$ cat config.mk
export PLATFORM = sky130hd
export DESIGN_NAME = change_dispenser_flat
export DESIGN_NICKNAME = d
export VERILOG_FILES = /design/src/rtl/coffee_pkg.sv /design/src/rtl/change_dispenser_if.sv /design/src/rtl/gap_timer.sv /design/src/rtl/change_dispenser.sv /design/src/flat_wrapper.sv
export SDC_FILE = /design/constraint.sdc
export NUM_CORES = 1
export LEC_CHECK = 0
export CAP_MARGIN = 15
export CORE_ASPECT_RATIO = 2
export CORE_MARGIN = 2
export CORE_UTILIZATION = 55
export CTS_CLUSTER_SIZE = 12
export DETAILED_ROUTE_END_ITERATION = 6
export PLACE_DENSITY = 0.8
export SLEW_MARGIN = 25
export SYNTH_ARGS = -nofsm -noshare
export SYNTH_HDL_FRONTEND = slang
export SYNTH_SLANG_ARGS = --single-unit
$ cat constraint.sdc
create_clock -name clk -period 4 [get_ports clk]
set_clock_uncertainty 0.15 [all_clocks]
set_input_delay 0.8 -clock clk [delete_from_list [all_inputs] [get_ports clk]]
set_output_delay 0.8 -clock clk [all_outputs]
set_load 0.02 [all_outputs]
$ cat src/rtl/coffee_pkg.sv
// Shared coffee-maker definitions: coin values and the change_dispenser state encoding.
package coffee_pkg;

  localparam int COIN_ONE  = 1;
  localparam int COIN_FIVE = 5;

  typedef enum logic [2:0] {
    S_IDLE,
    S_LOAD,
    S_FIVE,
    S_ONE,
    S_GAP,
    S_FIN,
    S_ACK
  } disp_state_e;

  // Largest coin first; S_FIN once nothing is owed.
  function automatic disp_state_e next_coin(input int unsigned rem);
    if (rem >= int'(COIN_FIVE)) return S_FIVE;
    if (rem >= int'(COIN_ONE))  return S_ONE;
    return S_FIN;
  endfunction

endpackage

$ cat src/rtl/change_dispenser_if.sv
// Request/result and coin-actuator signals between the controller side and change_dispenser.
interface change_dispenser_if #(
  parameter int WIDTH = 4
);
  logic             start;
  logic [WIDTH-1:0] credit;
  logic [WIDTH-1:0] price;
  logic             coin_ack;
  logic             coin_five;
  logic             coin_one;
  logic             busy;
  logic             done;
  logic             err_short;
  logic [WIDTH-1:0] change_out;

  modport master (
    output start, credit, price, coin_ack,
    input  coin_five, coin_one, busy, done, err_short, change_out
  );

  modport slave (
    input  start, credit, price, coin_ack,
    output coin_five, coin_one, busy, done, err_short, change_out
  );
endinterface

$ cat src/rtl/gap_timer.sv
// Settle-time timer for coin-return style actuators: load, count down GAP cycles, flag the last one.
module gap_timer #(
  parameter int GAP = 3
) (
  input  logic clk,
  input  logic rst_n,
  input  logic i_load,
  output logic o_expired
);
  localparam int CW = $clog2(GAP + 1);

  logic [CW-1:0] r_cnt;

  // NOTE: sequential state uses non-blocking assignments so every flop samples pre-edge values.
  always_ff @(posedge clk or negedge rst_n) begin
    if (!rst_n)                r_cnt <= '0;
    else if (i_load)           r_cnt <= CW'(GAP);
    else if (r_cnt != '0)      r_cnt <= r_cnt - CW'(1);
  end

  // High during the final wait cycle, so a waiter leaves after exactly GAP cycles.
  assign o_expired = (r_cnt <= CW'(1));

endmodule

$ cat src/rtl/change_dispenser.sv
// Change dispenser: pays out credit-price as five-unit then one-unit coin pulses.
// Optional DISPENSE_ACK_EN: hold after each pulse until coin_ack, then run the settle gap.
module change_dispenser
  import coffee_pkg::*;
#(
  parameter int WIDTH     = 4,
  parameter int PULSE_GAP = 3
) (
  input logic               clk,
  input logic               reset,
  change_dispenser_if.slave bus
);

  disp_state_e      r_state;
  disp_state_e      w_state_nxt;
  logic [WIDTH-1:0] r_credit;
  logic [WIDTH-1:0] r_price;
  logic [WIDTH-1:0] r_rem;
  logic [WIDTH-1:0] r_change;
  logic             r_err;
  logic [WIDTH-1:0] w_diff;
  logic             w_short;
  logic             w_timer_load;
  logic             w_timer_expired;
  logic             w_coin_five;
  logic             w_coin_one;
  logic             w_busy;
  logic             w_done;

  assign w_short = (r_credit < r_price);
  assign w_diff  = r_credit - r_price;

  gap_timer #(.GAP(PULSE_GAP)) u_gap_timer (
    .clk       (clk),
    .rst_n     (reset),
    .i_load    (w_timer_load),
    .o_expired (w_timer_expired)
  );

  always_ff @(posedge clk or negedge reset) begin
    if (!reset) r_state <= S_IDLE;
    else        r_state <= w_state_nxt;
  end

  // NOTE: every output gets a default first so no path through the case infers a latch.
  always_comb begin
    w_state_nxt  = r_state;
    w_coin_five  = 1'b0;
    w_coin_one   = 1'b0;
    w_busy       = 1'b0;
    w_done       = 1'b0;
    w_timer_load = 1'b0;
    unique case (r_state)
      S_IDLE: if (bus.start) w_state_nxt = S_LOAD;
      S_LOAD: begin
        w_busy      = 1'b1;
        w_state_nxt = w_short ? S_FIN : next_coin(32'(w_diff));
      end
      S_FIVE, S_ONE: begin
        w_busy      = 1'b1;
        w_coin_five = (r_state == S_FIVE);
        w_coin_one  = (r_state == S_ONE);
`ifdef DISPENSE_ACK_EN
        w_state_nxt = S_ACK;
`else
        w_timer_load = 1'b1;
        w_state_nxt  = S_GAP;
`endif
      end
      // Only reachable with the acknowledge handshake enabled.
      S_ACK: begin
        w_busy = 1'b1;
        if (bus.coin_ack) begin
          w_timer_load = 1'b1;
          w_state_nxt  = S_GAP;
        end
      end
      S_GAP: begin
        w_busy = 1'b1;
        if (w_timer_expired) w_state_nxt = next_coin(32'(r_rem));
      end
      S_FIN: begin
        w_done      = 1'b1;
        w_state_nxt = S_IDLE;
      end
      default: w_state_nxt = S_IDLE;
    endcase
  end

  always_ff @(posedge clk or negedge reset) begin
    if (!reset) begin
      r_credit <= '0;
      r_price  <= '0;
      r_rem    <= '0;
      r_change <= '0;
      r_err    <= 1'b0;
    end else begin
      unique case (r_state)
        S_IDLE: if (bus.start) begin
          r_credit <= bus.credit;
          r_price  <= bus.price;
          r_change <= '0;
          r_err    <= 1'b0;
        end
        S_LOAD: begin
          if (w_short) begin
            r_err <= 1'b1;
            r_rem <= '0;
          end else begin
            r_rem    <= w_diff;
            r_change <= w_diff;
          end
        end
        S_FIVE:  r_rem <= r_rem - WIDTH'(COIN_FIVE);
        S_ONE:   r_rem <= r_rem - WIDTH'(COIN_ONE);
        default: ;
      endcase
    end
  end

  assign bus.coin_five  = w_coin_five;
  assign bus.coin_one   = w_coin_one;
  assign bus.busy       = w_busy;
  assign bus.done       = w_done;
  assign bus.err_short  = r_err;
  assign bus.change_out = r_change;

endmodule

$ cat src/flat_wrapper.sv
// flat-port wrapper written by rule: the top's interface ports become plain ports
module change_dispenser_flat import coffee_pkg::*;
#(
  parameter int WIDTH     = 4,
  parameter int PULSE_GAP = 3
)
  (clk, reset, bus_start, bus_credit, bus_price, bus_coin_ack, bus_coin_five, bus_coin_one, bus_busy, bus_done, bus_err_short, bus_change_out);
  change_dispenser_if #(.WIDTH(WIDTH)) bus_i ();
  input logic clk;
  input logic reset;
  input wire logic [$bits(bus_i.start)-1:0] bus_start;
  input wire logic [$bits(bus_i.credit)-1:0] bus_credit;
  input wire logic [$bits(bus_i.price)-1:0] bus_price;
  input wire logic [$bits(bus_i.coin_ack)-1:0] bus_coin_ack;
  output wire logic [$bits(bus_i.coin_five)-1:0] bus_coin_five;
  output wire logic [$bits(bus_i.coin_one)-1:0] bus_coin_one;
  output wire logic [$bits(bus_i.busy)-1:0] bus_busy;
  output wire logic [$bits(bus_i.done)-1:0] bus_done;
  output wire logic [$bits(bus_i.err_short)-1:0] bus_err_short;
  output wire logic [$bits(bus_i.change_out)-1:0] bus_change_out;
  assign bus_i.start = bus_start;
  assign bus_i.credit = bus_credit;
  assign bus_i.price = bus_price;
  assign bus_i.coin_ack = bus_coin_ack;
  assign bus_coin_five = bus_i.coin_five;
  assign bus_coin_one = bus_i.coin_one;
  assign bus_busy = bus_i.busy;
  assign bus_done = bus_i.done;
  assign bus_err_short = bus_i.err_short;
  assign bus_change_out = bus_i.change_out;
  change_dispenser #(.WIDTH(WIDTH), .PULSE_GAP(PULSE_GAP)) u_core (.clk(clk), .reset(reset), .bus(bus_i));
endmodule
# == Yosys cells after proc, flatten, opt, wreduce, memory -nomap -nowiden ==
# Cells that the tools add are included.
# word_totals
reg_bits,22
inputBits,12
out_inout_bits,9
# op_classes
eq_ne,11
n_reduce_logical,11
n_addsub,4
n_mux,41
magnitude_cmp,6
# ops
operator,n
3-bit two-way mux,12
1-bit two-way mux,19
3-bit one-hot mux with 5 select lines,1
4-bit two-way mux,3
4-bit one-hot mux with 3 select lines,1
"3-bit equality test, second input constant",3
3-bit AND reduction,3
"4-bit by 1-bit greater-or-equal comparator with 1-bit output, second input constant",2
"4-bit by 3-bit greater-or-equal comparator with 1-bit output, second input constant",2
"2-bit != test, second input constant",4
4-bit one-hot mux with 2 select lines,1
"3-bit by 2-bit equality test with 1-bit output, second input constant",2
2-bit nonzero test,3
5-bit OR reduction,1
4-bit < comparator,1
2-bit two-way mux,2
1-bit one-hot mux with 2 select lines,2
"4-bit by 1-bit subtractor with 4-bit output, second input constant",1
"4-bit by 3-bit subtractor with 4-bit output, second input constant",1
4-bit subtractor,1
"3-bit by 1-bit equality test with 1-bit output, second input constant",1
3-bit zero test,1
3-bit nonzero test,1
"2-bit by 1-bit less-or-equal comparator with 1-bit output, second input constant",1
4 further kinds,4

# == Depth between registers and ports, before layout ==
# Gate-level depths: netlist of run 1.
# logic_depth
word_depth,11
ltp_mapped,8
mapped_depth_nobuf,8

# == Modules after synthesis ==
# From an unflattened synthesis of run 1, not the netlist that was laid out.
# hier_totals
hier_cells,160
area_unflattened_um2,1405.1
# modules_own_cells
module,cells_each,n_inst,area_per_inst_um2
change_dispenser,149,1,1288.7
gap_timer,11,1,116.4

# == Worst setup path after synthesis of run 1 ==
# No wires, ideal clock.
# synth_path
kind,reg2out
startpoint,register u_core.r_state[2]
endpoint,output port bus_busy
setup_slack_ns,1.898
arrival_ns,1.152
stages_incl_launch_ff,4
path_buffers,1
path_cell_list,dfrtp_1 -> buf_6 -> nand2b_4 -> o21ai_0
# synth_between
elab_chain_len,3
# synth_lines
item,line,rtl
from (decl),change_dispenser.sv:14,disp_state_e r_state;
from (signal assigned),change_dispenser.sv:42,else r_state <= w_state_nxt;
"3-bit by 1-bit equality test with 1-bit output, or another cell as far along",-,
5-bit OR reduction (no line) (*),-,
1-bit two-way mux (*),change_dispenser.sv:53,unique case (r_state)
to (decl),flat_wrapper.sv:17,output wire logic [$bits(bus_i.busy)-1:0] bus_busy;
# Mark *: on every way between the ends. The rest lies on a longest branch, timed or not.

# == Worst setup path after layout of run 1 ==
# layout_path
startpoint,register u_core.r_state[0]
endpoint,output port bus_busy
# Same word-level chain as after synthesis.

==> results.py, run 1 <==
metrics = {
    "run_status": {
        "status": "completed",
    },
    "placed_design": {
        "detailedPlacementHpwl_um": 2400,
        "number_of_input_and_output_port_buffers_inserted": 20,
        "place_congestion": 0.787,
        "post-place-ws_ns": 1.41,
    },
    "synthesis": {
        "synth_area_per_cell_sq_um": 9.98,
        "mappedNetlistNets": 173,
        "yosysUniqueCellTypes": 43,
        "synth_top_cells_by_area": "sky130_fd_sc_hd__dfrtp_1, sky130_fd_sc_hd__ha_1, sky130_fd_sc_hd__mux2_2",
        "yosys_warnings": 0,
        "synth_area_sq_mm": 0.00150,
        "synth_enable_flop_cells": 0,
        "postSynth.topFlopCell": "sky130_fd_sc_hd__dfrtp_1",
        "synth_seq_area_share_pct": 36.8,
        "synthDominantAreaCellType": "sky130_fd_sc_hd__dfrtp_1",
        "synth_top_area_share_pct": 36.8,
        "ys_seq_elements": 22,
        "synthesis.instances": 150,
        "postSynth.asyncResetShare_pct": 100,
    },
    "cts": {
        "tritoncts": "done",
        "tritoncts_num_sinks": 22,
        "htree_num_levels": 1,
        "hold_buffers": 0,
        "path_clk_slew_ns": 0.08,
        "post_cts.repair.setup_buffers": 0,
        "post_cts_resized": 0,
        "worstSkewPairLatency_ns": 0.27,
        "cts-root-to-sink-buffers": 2,
        "cts-buffers-inserted": 3,
        "cts-root-buf": "sky130_fd_sc_hd__clkbuf_8",
    },
    "layout": {
        "drive_gt1_share_pct": 16.7,
        "layout.nets": 192,
        "antenna_cells": 0,
        "area_growth_syn_to_layout_pct": 16.5,
        "n_fill_cell": 228,
    },
    "global_routing": {
        "gr-max-usage-layer": "met2",
        "grt_first_pass_wirelength_um": 5050,
        "met2_usage_pct": 39.7,
        "globalRouteMet3Util_pct": 4.00,
        "gr-total-overflow": 0,
        "number_of_antenna_violations_at_the_first_check_in_global_routing": 0,
        "grt_util_all_layers_pct": 22.6,
        "gr-usage-met1_pct": 22.6,
        "via_count_of_the_first_global_routing_pass": 1175,
        "largest_net_degree_at_the_start_of_global_routing": 23,
    },
    "setup_path": {
        "critical_path.max_fanout": 17,
        "worstPathCellList": "ha_1 -> o21ai_0 -> clkdlybuf4s50_1",
        "timing.critical_path.max_delay_family": "flip-flops",
        "timing.setup.critical_path_class": "reg -> out",
        "critPathBufInv": 1,
        "critical_path.slowest_cell": "sky130_fd_sc_hd__dfrtp_1",
        "endpoint_kind": "output port",
        "critical_path_required_ns": 3.05,
        "critical_path_arrival_ns": 1.92,
        "timing.rr.start": "u_core.r_price[0]",
        "timing.critical_path.from": "u_core.r_state[0]",
        "timing.critical_path.from_type": "register",
        "critPathMaxStageDelay_ns": 0.65,
    },
    "die": {
        "ios": 21,
        "initial_core_util_pct": 58.3,
        "die-width_um": 40.9,
        "fp.coreArea_sq_mm": 0.00257,
        "die_height_um": 77.8,
        "placement_rows": 26,
        "die-area_sq_mm": 0.00318,
    },
    "hold_path": {
        "worst_hold_path_type": "in -> async",
    },
    "sta": {
        "worst_slack_ns": 1.13,
        "tns_ns": 0,
        "shortest_clock_period_the_worst_path_allows_after_layout_ns": 2.87,
        "timing.max_slew.rel_slack_pct": 67.6,
        "final.period_utilization_pct": 71.8,
        "worst_hold_slack_ns": 0.329,
        "max_slew.worst_pin.slew_ns": 0.486,
        "setup_viol_count_final": 0,
        "hold_violation_count_in_the_final_report": 0,
        "rsz0062_at_grt": "false",
        "fmax_mhz": 348,
        "drv_slew": 0,
    },
    "power_and_ir_drop": {
        "leakagePower_nw": 0.771,
        "power_mw": 1.73,
        "power.density_cell_area_mw_per_mm2": 991,
        "max-vdd-ir-drop_v": 0.000538,
    },
    "detailed_routing": {
        "final_routed_wirelength_um": 3080,
        "wire_per_inst_um": 15.7,
        "via_count": 1155,
        "detailedRoute.firstPassIterationCount": 4,
        "drtIter0Drc": 25,
        "drtAntennaViolNets": 0,
        "route.detailed.drc": 0,
        "avgViaCountPerCell": 5.89,
    },
    "flow_run": {
        "maxCapViolations": 0,
    },
}
## path summary, 6_finish.rpt
| check | to | slack (ns) | cells past startpoint |
|---|---|---|---|
| hold reg to reg | u_core.r_price[2] | 0.37 | 1 |
| setup reg to reg | u_core.bus.change_out[3] | 1.64 | 7 |
| min in group clk | u_core.r_price[2] | 0.37 | 1 |
| setup / recovery | bus_busy | 1.13 | 3 |
| max in group asynchronous | u_core.u_gap_timer.r_cnt[1] | 3.03 | 1 |
| hold / removal | u_core.r_rem[0] | 0.33 | 1 |
## cells in the final DEF, fill, tap and decap left out, types with 3 or more instances in the layout
cell and count:
sky130_fd_sc_hd__a21o_1 4, sky130_fd_sc_hd__a21oi_1 6, sky130_fd_sc_hd__clkbuf_8 3, sky130_fd_sc_hd__clkdlybuf4s50_1 19, sky130_fd_sc_hd__dfrtp_1 22, sky130_fd_sc_hd__ha_1 10, sky130_fd_sc_hd__inv_1 10, sky130_fd_sc_hd__mux2_2 8
sky130_fd_sc_hd__nand2_1 9, sky130_fd_sc_hd__nand2b_1 5, sky130_fd_sc_hd__nand3_1 6, sky130_fd_sc_hd__nor2_1 9, sky130_fd_sc_hd__nor2b_1 4, sky130_fd_sc_hd__nor3_1 7, sky130_fd_sc_hd__o21ai_0 10
## stage by stage
| stage | std cells | cell area, sq um | utilization [%] |
|---|---|---|---|
| floorplan | 150 | 1500 | - |
| global placement | 192 | 1680 | 65.3 |
| detailed placement | 192 | 1680 | 65.3 |
| CTS | 196 | 1750 | 68.1 |
| global route | 196 | 1750 | 67.9 |
| finish | 196 | 1750 | 67.9 |
## metal layers
| metal | part of all wire, % | up-vias |
|---|---|---|
| met5 | 0 | - |
| met4 | 2.5 | 0 |
| met3 | 3.0 | 8 |
| met2 | 58 | 27 |
| met1 | 36 | 562 |
| li1 | - | 558 |
## synth_stat cells, types with 4 or more instances
cell,instances
sky130_fd_sc_hd__dfrtp_1,22
sky130_fd_sc_hd__ha_1,10
sky130_fd_sc_hd__inv_1,10
sky130_fd_sc_hd__o21ai_0,10
sky130_fd_sc_hd__nand2_1,9
sky130_fd_sc_hd__nor2_1,9
sky130_fd_sc_hd__mux2_2,8
sky130_fd_sc_hd__nor3_1,7
sky130_fd_sc_hd__a21oi_1,6
sky130_fd_sc_hd__nand3_1,6
sky130_fd_sc_hd__nand2b_1,5
sky130_fd_sc_hd__a21o_1,4
sky130_fd_sc_hd__buf_6,4
sky130_fd_sc_hd__nor2b_1,4
## cells by family (layout without fill, tap and decap cells)
family          count (synthesis)  count (layout)  synth area share (%)
fa+ha+maj                      11              11                  9.69
xor+xnor                        5               5                  3.43
mux                             8               8                  6.02
flops                          22              22                  36.8
simple gates                   52              52                  21.5
compound gates                 36              36                  16.5
buf+inv                        16              34                  6.10
## power by group
part / switching, mW / internal (mW)
Sequential: 0.125 / 0.328
Clock: 0.0741 / 0.134
Combinational: 0.594 / 0.474
## cell type report
type	count	area, sq um	area share [%]
clock buffer	3	41.3	2.37
clock inverter	1	30.0	1.72
inverter	10	37.5	2.15
multi-input combinational	112	856	49.0
sequential	22	551	31.5
tap	28	35.0	2.01
timing repair buffer	20	195	11.2
## state kept, by name (all words and copies together) (netlist names)
signal                    flops
u_core.r_state                3
u_core.r_price                4
u_core.bus.change_out         4
u_core.u_gap_timer.r_cnt      2
u_core.r_credit               4
u_core.r_rem                  4
u_core.bus.err_short          1
Note: power is estimated with default switching activity, not from simulation.
==> run 2: changes to the inputs <==
- CORE_UTILIZATION: 55 -> 49
- PLACE_DENSITY: 0.8 -> 0.76
- clock period: 4 -> 2.4 ns (I/O delays scaled with it)
==> run 2 against run 1 <==
Non-clock buffer count increased by 4. Worst setup slack got worse by 0.99 ns. Sequential power is 54% higher. Power up 62%. Cell count up 3.1%. Global-route usage down 1.9 points. Die area increased by 11%. Combinational power rose by 72%. Clock-buffer cell count is 1 higher. First-iteration DRC count grew 80%. Critical path type unchanged.
==> results.py, run 2 (synthesized netlist as in run 1, its figures left out) <==
metrics = {
    "run_status": {
        "status": "completed",
    },
    "sta": {
        "final.period_utilization_pct": 94.1,
        "drv_slew": 0,
        "tns_ns": 0,
        "rsz0062_at_grt": "false",
        "shortest_clock_period_the_worst_path_allows_after_layout_ns": 2.26,
        "timing.max_slew.rel_slack_pct": 75.0,
        "setup_viol_count_final": 0,
        "fmax_mhz": 443,
        "hold_violation_count_in_the_final_report": 0,
        "max_slew.worst_pin.slew_ns": 0.373,
    },
    "layout": {
        "post-route-util_pct": 60.3,
        "area_growth_syn_to_layout_pct": 18.5,
        "mostFrequentLayoutCells": "sky130_fd_sc_hd__dfrtp_1, sky130_fd_sc_hd__clkdlybuf4s50_1, sky130_fd_sc_hd__inv_1, sky130_fd_sc_hd__o21ai_0, sky130_fd_sc_hd__ha_1",
        "instances_no_fill": 202,
        "multi_input_area_sq_um": 856,
        "antenna_cells": 0,
        "mostFrequentLayoutCell": "sky130_fd_sc_hd__dfrtp_1",
        "drive_gt1_share_pct": 18.6,
        "n_fill_cell": 259,
        "final_area_sq_mm": 0.00178,
        "layout.nets": 196,
        "sequential_cell_area_sq_um": 552,
    },
    "die": {
        "die-area_sq_mm": 0.00354,
        "die-width_um": 43.1,
        "die_height_um": 82.2,
        "initial_core_util_pct": 50.9,
        "placement_rows": 28,
        "fp.coreArea_sq_mm": 0.00294,
        "ios": 21,
    },
    "power_and_ir_drop": {
        "max-vdd-ir-drop_v": 0.00104,
        "leakagePower_nw": 0.828,
        "power.density_cell_area_mw_per_mm2": 1580,
    },
    "detailed_routing": {
        "route.detailed.drc": 0,
        "detailedRoute.firstPassIterationCount": 4,
        "wire_per_inst_um": 15.1,
        "drtIter0Drc": 45,
        "final_routed_wirelength_um": 3050,
        "drtAntennaViolNets": 0,
        "avgViaCountPerCell": 5.79,
        "via_count": 1169,
    },
    "setup_path": {
        "critPathMaxStageDelay_ns": 0.60,
        "timing.critical_path.from_type": "register",
        "critical_path.max_fanout": 16,
        "critPathBufInv": 2,
        "critical_path_arrival_ns": 1.63,
        "timing.setup.critical_path_class": "reg -> out",
        "timing.critical_path.max_delay_family": "buffers and inverters",
        "critical_path_required_ns": 1.77,
        "endpoint_kind": "output port",
        "worstPathCellList": "buf_4 -> nand2_1 -> nor2_1 -> clkdlybuf4s50_1",
        "critical_path.slowest_cell": "sky130_fd_sc_hd__clkdlybuf4s50_1",
    },
    "cts": {
        "tritoncts_num_sinks": 22,
        "path_clk_slew_ns": 0.08,
        "cts-root-to-sink-buffers": 2,
        "worstSkewPairLatency_ns": 0.27,
        "htree_num_levels": 1,
        "tritoncts": "done",
        "cts-root-buf": "sky130_fd_sc_hd__clkbuf_8",
        "cts-buffers-inserted": 3,
    },
    "placed_design": {
        "number_of_input_and_output_port_buffers_inserted": 20,
        "place_congestion": 0.797,
        "placed_cells_incl_taps": 198,
        "detailedPlacementHpwl_um": 2400,
        "postPlaceCellArea_sq_mm": 0.00171,
    },
    "flow_run": {
        "maxCapViolations": 0,
    },
    "global_routing": {
        "grt_util_all_layers_pct": 20.7,
        "largest_net_degree_at_the_start_of_global_routing": 23,
        "via_count_of_the_first_global_routing_pass": 1282,
        "gr-total-overflow": 0,
        "grt_first_pass_wirelength_um": 5530,
        "number_of_antenna_violations_at_the_first_check_in_global_routing": 0,
    },
    "hold_path": {
        "worst_hold_path_type": "reg -> reg",
    },
}
[run 2: layer usage]
metal / up-vias / global-route usage, % / wire length, um
met1: 561 / 20.4 / 1090
met4: 0 / 11.5 / 70
met5: - / 0 / 0
met3: 7 / 2.39 / 96
met2: 34 / 40.0 / 1790
li1: 567 / - / -
[run 2: timing repair]
item                                    in CTS  in global routing
hold buffers                                 0                  0
buffers inserted                             0                  0
endpoints found under the setup margin       0                  3
gates resized for setup                      0                  4
[run 2: final timing paths]
check | startpoint | to | slack, ns | cells past startpoint
worst max-delay path | u_core.r_state[0] | bus_done | 0.14 | 4
min in group asynchronous | reset | u_core.r_credit[2] | 0.40 | 2
worst max register to register | u_core.r_price[0] | u_core.bus.change_out[2] | 0.18 | 7
max in group asynchronous | reset | u_core.r_state[1] | 1.46 | 2
worst min register to register | u_core.r_price[2] | u_core.r_price[2] | 0.36 | 1
worst min-delay path | u_core.r_price[2] | u_core.r_price[2] | 0.36 | 1
[run 2: cell type report]
| cell class | instances | share of cell area (%) |
|---|---|---|
| inverters | 10 | 2.11 |
| clock buffers | 4 | 3.10 |
| flip-flops and latches | 22 | 31.1 |
| multi-input cells | 112 | 48.2 |
| repair buffers | 24 | 13.4 |
| well taps | 30 | 2.11 |
[run 2: report_power, final]
part / leakage (nW) / internal (mW) / switching (mW)
combinational: 0.531 / 0.812 / 1.03
clock: 0.0288 / 0.147 / 0.125
sequential: 0.268 / 0.549 / 0.149
[run 2: through the flow]
step | setup WS, ns | hold slack [ns] | power (mW)
2_1_floorplan | 0.448 | 0.0344 | 2.10
3_3_place_gp | 0.333 | 0.340 | 2.45
3_5_place_dp | 0.219 | 0.344 | 2.54
4_1_cts | 0.0286 | 0.362 | 2.82
5_1_grt | 0.0368 | 0.366 | 3.08
6_report | 0.140 | 0.359 | 2.81
==> run 3: changes to the inputs <==
- CORE_ASPECT_RATIO: 2 -> default
==> run 3 against run 2 <==
Clock-buffer cell count is the same. Design area shrank 1.3%. Power shrank 3.6%. Register-to-register slack gained 0.05 ns. Critical endpoint is now u_core.bus.change_out[3]. Hold slack lost 0.0073 ns. Highest routed layer unchanged. Combinational power shrank 3%. Non-clock buffer count is the same. Sequential cell count is the same. Sequential power grew 0.9%. Global-route usage shrank 1.3 points. Worst setup slack gained 0.086 ns.
==> results.py, run 3 (synthesized netlist as in run 1, its figures left out) <==
metrics = {
    "cts": {
        "cts-root-buf": "sky130_fd_sc_hd__clkbuf_4",
        "htree_num_levels": 1,
        "cts-root-to-sink-buffers": 2,
        "path_clk_slew_ns": 0.12,
        "tritoncts": "done",
        "worstSkewPairLatency_ns": 0.31,
        "cts-buffers-inserted": 3,
        "hold_buffers": 0,
        "tritoncts_num_sinks": 22,
    },
    "placed_design": {
        "place_congestion": 0.896,
        "number_of_input_and_output_port_buffers_inserted": 20,
        "detailedPlacementHpwl_um": 2300,
        "postPlaceCellArea_sq_mm": 0.00172,
    },
    "sta": {
        "fmax_mhz": 460,
        "max_slew.worst_pin.slew_ns": 0.383,
        "rsz0062_at_grt": "false",
        "setup_viol_count_final": 0,
        "shortest_clock_period_the_worst_path_allows_after_layout_ns": 2.17,
        "drv_slew": 0,
        "hold_violation_count_in_the_final_report": 0,
        "worst_hold_slack_ns": 0.351,
        "final.period_utilization_pct": 90.6,
        "timing.max_slew.rel_slack_pct": 74.3,
        "tns_ns": 0,
    },
    "power_and_ir_drop": {
        "power.combinational.fraction_pct": 66.3,
        "max-vdd-ir-drop_v": 0.000794,
        "leakagePower_nw": 0.803,
        "power.density_cell_area_mw_per_mm2": 1550,
        "netSwitchingFraction_pct": 46.7,
        "p_int_mw": 1.44,
        "net-switching-power_mw": 1.27,
        "p_clk_share_pct": 7.7,
        "fraction_of_power_consumed_by_sequential_logic_pct": 26.0,
        "power_mw": 2.71,
    },
    "die": {
        "placement_rows": 20,
        "die_height_um": 59.3,
        "die-area_sq_mm": 0.00351,
        "fp.coreArea_sq_mm": 0.00298,
        "die-width_um": 59.3,
        "initial_core_util_pct": 50.3,
        "ios": 21,
    },
    "detailed_routing": {
        "drtAntennaViolNets": 0,
        "drtIter0Drc": 31,
        "avgViaCountPerCell": 5.86,
        "final_routed_wirelength_um": 2930,
        "route.detailed.drc": 0,
        "detailedRoute.firstPassIterationCount": 4,
        "via_count": 1201,
        "wire_per_inst_um": 14.3,
    },
    "global_routing": {
        "largest_net_degree_at_the_start_of_global_routing": 23,
        "number_of_antenna_violations_at_the_first_check_in_global_routing": 0,
        "grt_first_pass_wirelength_um": 5120,
        "grt_util_all_layers_pct": 19.4,
        "gr-total-overflow": 0,
        "met2_usage_pct": 33.1,
        "gr-usage-met1_pct": 23.3,
        "via_count_of_the_first_global_routing_pass": 1206,
        "gr-max-usage-layer": "met2",
        "globalRouteMet3Util_pct": 2.62,
    },
    "setup_path": {
        "timing.critical_path.from_type": "register",
        "worstPathCellList": "ha_1 -> fa_1 -> nand2b_1 -> a21oi_1 -> nand2_1 -> nand3_1 -> o21ai_0",
        "endpoint_kind": "register",
        "critical_path_required_ns": 2.43,
        "critPathMaxStageDelay_ns": 0.40,
        "critical_path.max_fanout": 8,
        "timing.critical_path.max_delay_family": "adder cells",
        "critical_path.slowest_cell": "sky130_fd_sc_hd__dfrtp_1",
        "timing.setup.critical_path_class": "reg -> reg",
        "timing.rr.start": "u_core.r_price[0]",
        "critPathBufInv": 0,
        "timing.critical_path.from": "u_core.r_price[0]",
        "critical_path_arrival_ns": 2.21,
    },
    "layout": {
        "post-route-util_pct": 58.8,
        "antenna_cells": 0,
        "mostFrequentLayoutCells": "sky130_fd_sc_hd__dfrtp_1, sky130_fd_sc_hd__clkdlybuf4s50_1, sky130_fd_sc_hd__inv_1, sky130_fd_sc_hd__o21ai_0, sky130_fd_sc_hd__ha_1",
        "area_growth_syn_to_layout_pct": 17.0,
        "final_area_sq_mm": 0.00175,
        "mostFrequentLayoutCell": "sky130_fd_sc_hd__dfrtp_1",
        "layout.nets": 196,
        "drive_gt1_share_pct": 18.6,
    },
    "flow_run": {
        "maxCapViolations": 0,
    },
    "run_status": {
        "status": "completed",
    },
    "hold_path": {
        "worst_hold_path_type": "in -> async",
    },
}
run 3: changes by cell type in the layout (fill, tap and decap cells not counted):
cell and delta:
sky130_fd_sc_hd__clkbuf_4 +3, sky130_fd_sc_hd__clkbuf_8 -3, sky130_fd_sc_hd__clkdlybuf4s50_1 -1, sky130_fd_sc_hd__dlygate4sd2_1 +3, sky130_fd_sc_hd__dlymetal6s2s_1 -2
run 3: repair_timing:
item                                    in CTS  in global routing
endpoints found under the setup margin       3                  1
resized for setup                            4                  1
setup buffers                                0                  0
run 3: path summary, 6_finish.rpt:
kind                                            end  slack [ns]  depth (start not counted)
max in group asynchronous         u_core.r_state[1]        1.51                          2
hold reg to reg                  u_core.r_credit[0]        0.37                          1
setup / recovery           u_core.bus.change_out[3]        0.23                          7
min in group clk                 u_core.r_credit[0]        0.37                          1
hold / removal                    u_core.r_price[3]        0.35                          2
setup reg to reg           u_core.bus.change_out[3]        0.23                          7
run 3: worst register-to-register path, delay by kind of cell, from the launching register on:
family | cells | cell delay (ns)
fa+ha+maj | 2 | 0.64
simple gates | 3 | 0.52
flops | 1 | 0.40
compound gates | 2 | 0.34
run 3: area by class of cell:
class / count / area, sq um
inverters: 10 / 37.5
fillers: 269 / 1230
well taps: 33 / 41.3
flip-flops and latches: 22 / 552
clock buffers: 4 / 36.3
multi-input cells: 112 / 856
repair buffers: 24 / 229
run 3: layer usage:
metal	share of wire (%)	wire length (um)	vias up
li1	-	-	571
met2	53	1560	26
met5	0	0	-
met4	1.9	57	0
met3	3.7	109	6
met1	41	1210	598
run 3: per-stage QoR:
stage               std cells  setup WS, ns
global route              205        0.0379
global placement          201         0.352
CTS                       205        0.0426
finish                    205         0.227
floorplan                 150         0.448
detailed placement        201         0.239
run 3: power groups by stage:
stage / Combinational, mW / Clock, mW / Sequential, mW
floorplan: 1.41 / 0 / 0.693
global placement: 1.74 / 0 / 0.696
detailed placement: 1.82 / 0 / 0.708
CTS: 1.81 / 0.217 / 0.700
global route: 2.00 / 0.234 / 0.727
finish: 1.79 / 0.209 / 0.704
